File: src/rtl/fb_arbiter.sv
// fb_arbiter: framebuffer memory arbiter; display tile reads take priority over queued CPU writes
// Ports:
//   I_clk, I_rst                            clock, asynchronous active-high reset
//   I_wr_valid/I_wr_addr/I_wr_data          write offer into the queue; O_wr_ready = queue not full
//   I_blanking, I_hor_cnt                   video timing; tile = I_hor_cnt >> TILE_SHIFT
//   O_mem_req/we/addr/wdata, I_mem_ack/rdata  single-outstanding memory port, one-cycle ack
//   O_color                                 last fetched word, zero-extended to PIX_W
//   O_underrun                              pulse: tile advanced while a fetch was still outstanding
//   O_underrun_cnt, O_fifo_hwm              statistics, live only with FB_ARBITER_STATS_EN defined
module fb_arbiter #(
  parameter int ADDR_W     = 22,
  parameter int DATA_W     = 16,
  parameter int PIX_W      = 24,
  parameter int FIFO_DEPTH = 16,
  parameter int TILE_SHIFT = 6,
  parameter int RD_BASE    = 0
) (
  input  logic                          I_clk,
  input  logic                          I_rst,
  input  logic                          I_wr_valid,
  input  logic [ADDR_W-1:0]             I_wr_addr,
  input  logic [DATA_W-1:0]             I_wr_data,
  output logic                          O_wr_ready,
  input  logic                          I_blanking,
  input  logic [11:0]                   I_hor_cnt,
  output logic                          O_mem_req,
  output logic                          O_mem_we,
  output logic [ADDR_W-1:0]             O_mem_addr,
  output logic [DATA_W-1:0]             O_mem_wdata,
  input  logic                          I_mem_ack,
  input  logic [DATA_W-1:0]             I_mem_rdata,
  output logic [PIX_W-1:0]              O_color,
  output logic                          O_underrun,
  output logic [15:0]                   O_underrun_cnt,
  output logic [$clog2(FIFO_DEPTH):0]   O_fifo_hwm
);
  localparam int AW = $clog2(FIFO_DEPTH);
  localparam int CW = AW + 1;
  typedef enum logic [1:0] {IDLE, WR, RD} state_t;
  state_t r_state, w_next;
  logic [ADDR_W-1:0] r_q_addr [FIFO_DEPTH];
  logic [DATA_W-1:0] r_q_data [FIFO_DEPTH];
  logic [AW-1:0] r_wp, r_rp;
  logic [CW-1:0] r_count;
  logic [11:0] w_tile, r_rd_tile, r_last_tile, r_prev_tile;
  logic r_lt_valid, r_blank_d, r_underrun;
  logic [PIX_W-1:0] r_color;
  logic w_push, w_pop, w_rd_ack, w_rd_go;
  logic [ADDR_W-1:0] w_rd_addr;

  assign w_tile     = I_hor_cnt >> TILE_SHIFT;
  assign O_wr_ready = r_count < CW'(FIFO_DEPTH);
  assign w_push     = I_wr_valid && O_wr_ready;
  assign w_pop      = r_state == WR && I_mem_ack;
  assign w_rd_ack   = r_state == RD && I_mem_ack;
  assign w_rd_go    = !I_blanking && (!r_lt_valid || w_tile != r_last_tile);
  // tile is latched on entry to RD so the address stays stable while hor_cnt moves on
  assign w_rd_addr  = ADDR_W'(RD_BASE) + ADDR_W'(r_rd_tile);
  assign O_color    = r_color;
  assign O_underrun = r_underrun;

  always_ff @(posedge I_clk or posedge I_rst)
    if (I_rst) r_state <= IDLE;
    else r_state <= w_next;

  always_comb
    w_next = r_state == IDLE ? (w_rd_go ? RD : (I_blanking && r_count != '0) ? WR : IDLE)
                             : (I_mem_ack ? IDLE : r_state);

  always_comb begin
    O_mem_req   = r_state != IDLE;
    O_mem_we    = r_state == WR;
    O_mem_addr  = r_state == WR ? r_q_addr[r_rp] : r_state == RD ? w_rd_addr : '0;
    O_mem_wdata = r_state == WR ? r_q_data[r_rp] : '0;
  end

  always_ff @(posedge I_clk)
    if (w_push) begin
      r_q_addr[r_wp] <= I_wr_addr;
      r_q_data[r_wp] <= I_wr_data;
    end

  always_ff @(posedge I_clk or posedge I_rst)
    if (I_rst) begin
      r_wp    <= '0;
      r_rp    <= '0;
      r_count <= '0;
    end else begin
      if (w_push) r_wp <= r_wp + AW'(1);
      if (w_pop) r_rp <= r_rp + AW'(1);
      r_count <= r_count + CW'(w_push) - CW'(w_pop);
    end

  always_ff @(posedge I_clk or posedge I_rst)
    if (I_rst) begin
      r_blank_d   <= 1'b0;
      r_prev_tile <= '0;
      r_underrun  <= 1'b0;
      r_rd_tile   <= '0;
      r_last_tile <= '0;
      r_lt_valid  <= 1'b0;
      r_color     <= '0;
    end else begin
      r_blank_d   <= I_blanking;
      r_prev_tile <= w_tile;
      r_underrun  <= !I_blanking && r_state != IDLE && w_tile != r_prev_tile;
      if (r_state == IDLE && w_rd_go) r_rd_tile <= w_tile;
      if (w_rd_ack) r_last_tile <= r_rd_tile;
      // a new frame forces the first visible tile to be refetched
      if (I_blanking && !r_blank_d) r_lt_valid <= 1'b0;
      else if (w_rd_ack) r_lt_valid <= 1'b1;
      if (w_rd_ack) r_color <= PIX_W'(I_mem_rdata);
    end

`ifdef FB_ARBITER_STATS_EN
  logic [15:0] r_urun_cnt;
  logic [CW-1:0] r_hwm;
  always_ff @(posedge I_clk or posedge I_rst)
    if (I_rst) begin
      r_urun_cnt <= '0;
      r_hwm      <= '0;
    end else begin
      if (r_underrun && r_urun_cnt != 16'hFFFF) r_urun_cnt <= r_urun_cnt + 16'd1;
      if (r_count > r_hwm) r_hwm <= r_count;
    end
  assign O_underrun_cnt = r_urun_cnt;
  assign O_fifo_hwm     = r_hwm;
`else
  assign O_underrun_cnt = '0;
  assign O_fifo_hwm     = '0;
`endif
endmodule
File: config.mk
export PLATFORM = sky130hd
export DESIGN_NAME = fb_arbiter
export DESIGN_NICKNAME = d
export VERILOG_FILES = /design/src/rtl/fb_arbiter.sv
export SDC_FILE = /design/constraint.sdc
export NUM_CORES = 1
export LEC_CHECK = 0
export ABC_AREA = 1
export CAP_MARGIN = 5
export CORE_MARGIN = 4
export CORE_UTILIZATION = 49
export CTS_CLUSTER_SIZE = 28
export DETAILED_ROUTE_END_ITERATION = 8
export PLACE_DENSITY_LB_ADDON = 0.12
export SYNTH_ARGS = -nofsm -noshare
export SYNTH_HDL_FRONTEND = slang
export SYNTH_SLANG_ARGS = --single-unit
File: constraint.sdc
create_clock -name I_clk -period 3.29 [get_ports I_clk]
set_input_delay 0.4935 -clock I_clk [delete_from_list [all_inputs] [get_ports I_clk]]
set_output_delay 0.4935 -clock I_clk [all_outputs]
set_load 0.02 [all_outputs]
==> impl_metrics.json <==
{
  "synth_flop_cell": "edfxtp_1",
  "clockBufferDepth": 3,
  "finalHoldWorstSlack_ns": 0.1879,
  "fin_tns_setup_ns": 0,
  "grt_pass1_wl_um": 103300,
  "synthCells": 2443,
  "die_area_mm2": 0.06013,
  "crit_path_max_fanout": 31,
  "cts.sinks": 660,
  "cp_slowest_cell": "dfrtp_4",
  "hold_path_class": "in -> async",
  "maxSlewViolCount": 0,
  "fin_crit_ns": 3.197,
  "grt_overflow_total": 0,
  "synth_enable_flop_cells": 608,
  "post-dp-hpwl_um": 35580,
  "grt_max_degree": 83,
  "crit_chain": "buf_12 -> inv_12 -> buf_16 -> nand2_1 -> nand2_1 -> nand2_1 -> nand3_1 -> nand3_1 -> a21oi_1 -> dlygate4sd2_1",
  "htreeDepth": 3,
  "cp-start-kind": "flip-flop",
  "p_leak_nw": 12.50,
  "avgViaCountPerCell": 5.275,
  "wl_um": 67400,
  "critPathCaptureType": "output pin",
  "met1Wirelength_um": 28830,
  "antenna_found_initial": 3,
  "tritoncts": "yes",
  "ys_seq_elements": 660,
  "status": "finished, final reports clean",
  "chipWidth_um": 245.2,
  "cts_buffers": 70,
  "cts-root-buf": "clkbuf_16",
  "route.top_layer_used": "met5",
  "clk_pin_slew_ns": 0.06,
  "netlist_area_mm2": 0.02757,
  "io_buffers": 122,
  "gp_congestion": 0.7743,
  "crit_path_frequent_cell": "nand2_1",
  "tightest_slew_ns": 1.041,
  "synthDistinctLibCells": 29,
  "fmax_mhz": 312.8,
  "hold_viol": 0,
  "wl_met2_um": 32830,
  "drt-wirelength-per-cell_um": 19.93,
  "start_util_pct": 49.75,
  "synth-warning-count": 0,
  "final_layout_size_suffix_gt1_share_pct": 8.473,
  "std_cell_rows": 86,
  "dr.pass1.iters": 5,
  "max_stage_delay_ns": 0.51,
  "maxSlewHeadroom_pct": 30.43,
  "final_nets": 2664,
  "fp.dieH_um": 245.2,
  "async_flop_share_pct": 7.879,
  "finClkSkew_ns": 0.02605,
  "path_buf_inv": 4,
  "ir_worst_vdd_mv": 0.4932,
  "pin_count": 158,
  "maxCapViolCount": 0,
  "grt_setup_unrepaired": "true",
  "syn_to_final_growth_pct": 16.57,
  "avgSynthCellArea_um2": 11.29,
  "crit_required_ns": 2.80,
  "finalSetupViolCount": 0,
  "grt_usage_pct": 22.44,
  "worstPathArrival_ns": 2.70,
  "via_count": 17840,
  "drt_iter0_drc": 1398,
  "clk_latency_ns": 0.60,
  "dp_slack_ns": 0.3223,
  "power_density_mw_per_mm2": 854.2,
  "drc": 0,
  "postRouteAntennaNets": 0,
  "wl_met3_um": 3912,
  "coreArea_mm2": 0.05542,
  "layout_setup_ws_ns": 0.09264,
  "timing.final.crit_share_pct": 97.18,
  "grt_pass1_vias": 17460,
  "crit_type": "reg -> out",
  "ys_seq_area_share_pct": 70.94,
  "crit_family": "buffers and inverters"
}
[final timing paths]
check                                  startpoint                    endpoint  slack, ns  cells past startpoint
setup / recovery              r_rp[0]$_DFFE_PP0P_              O_mem_wdata[3]       0.09                     10
hold / removal                              I_rst         r_wp[0]$_DFFE_PP0P_       0.19                      2
setup reg to reg           r_state[0]$_DFFE_PP0P_        r_count[4]$_DFF_PP0_       0.72                     12
hold reg to reg               r_blank_d$_DFF_PP0_      r_lt_valid$_DFFE_PP0P_       0.50                      2
max in group asynchronous                   I_rst  r_last_tile[2]$_DFFE_PP0P_       2.26                      3
min in group I_clk                     I_blanking         r_blank_d$_DFF_PP0_       0.47                      1
[layer usage]
metal / track usage (%) / vias up
li1: - / 8465
met4: 7.854 / 4
met1: 30.14 / 8690
met5: 0 / -
met2: 37.49 / 549
met3: 3.550 / 128
[flip-flops by register name, summed over array words and instances (netlist names)]
signal       cells
r_state          2
r_lt_valid       1
r_wp             4
O_color         16
r_rp             4
r_blank_d        1
r_rd_tile        6
r_q_addr       352
r_prev_tile      6
r_q_data       256
r_last_tile      6
O_underrun       1
r_count          5
[cell usage after synthesis (2+ instances only)]
cell	number	share of area, %
a21oi_1	37	0.67
buf_1	16	0.22
xor2_1	13	0.41
dfrtp_1	52	4.7
edfxtp_1	608	66
nor2_1	280	3.8
buf_6	17	0.69
o21ai_0	134	2.4
inv_1	170	2.3
or2_2	3	0.068
nand2_1	640	8.7
nand4_1	3	0.068
mux2_2	22	0.90
buf_2	48	0.87
ha_1	11	0.50
xnor2_1	2	0.064
clkbuf_1	40	0.54
nand3_1	299	5.4
buf_4	38	1.0
[repair_timing]
item,in CTS,in global routing
buffers inserted,6,3
hold buffers,0,0
setup endpoints to repair,38,17
gates resized for setup,47,7
cloned,4,0
endpoints found under the hold margin,0,0
[stage by stage]
stage	std cells	util, %	area (um^2)	total power (W)
after floorplan	2471	-	27680	0.01662
after global placement	3244	53.69	29750	0.01971
after detailed placement	3244	53.69	29750	0.01985
after CTS	3377	57.93	32100	0.02767
after global routing	3381	58.00	32140	0.02910
final	3381	58.00	32140	0.02745
[power by group]
group	switching, W	leakage [nW]	internal [W]
logic	0.00634	5.35	0.00336
registers	0.000329	6.09	0.00992
clock network	0.00311	1.06	0.00439
[cell usage in the layout, fill, tap and decap left out, types with 16 or more instances in the layout]
master	count
nor2_1	264
edfxtp_1	608
clkbuf_16	74
nand3_1	299
clkdlybuf4s50_1	84
mux2_2	22
nor2_4	17
dfrtp_1	48
inv_1	166
o21ai_0	134
clkbuf_1	21
dlygate4sd2_1	33
a21oi_1	35
conb_1	29
nand2_1	640
buf_12	16
buf_4	50
[cell families after synthesis]
kind of cell / count (synthesis) / share of synthesized area (%)
xor+xnor: 15 / 0.4765
other cells: 1 / 0.01360
mux: 22 / 0.8986
buf+inv: 332 / 5.768
fa+ha+maj: 12 / 0.5718
compound gates: 173 / 3.159
flops: 660 / 70.94
simple gates: 1228 / 18.17
[area by class of cell]
| class | instances | area (um^2) |
|---|---|---|
| inverter | 172 | 661.9 |
| clock inverter | 26 | 214.0 |
| fill | 4523 | 23280 |
| antenna | 1 | 2.502 |
| tap | 748 | 935.9 |
| multi-input combinational | 1479 | 6654 |
| sequential | 660 | 19570 |
| timing repair buffer | 198 | 2142 |
| clock buffer | 97 | 1958 |
No activity file was read; power rests on OpenSTA's default activity.
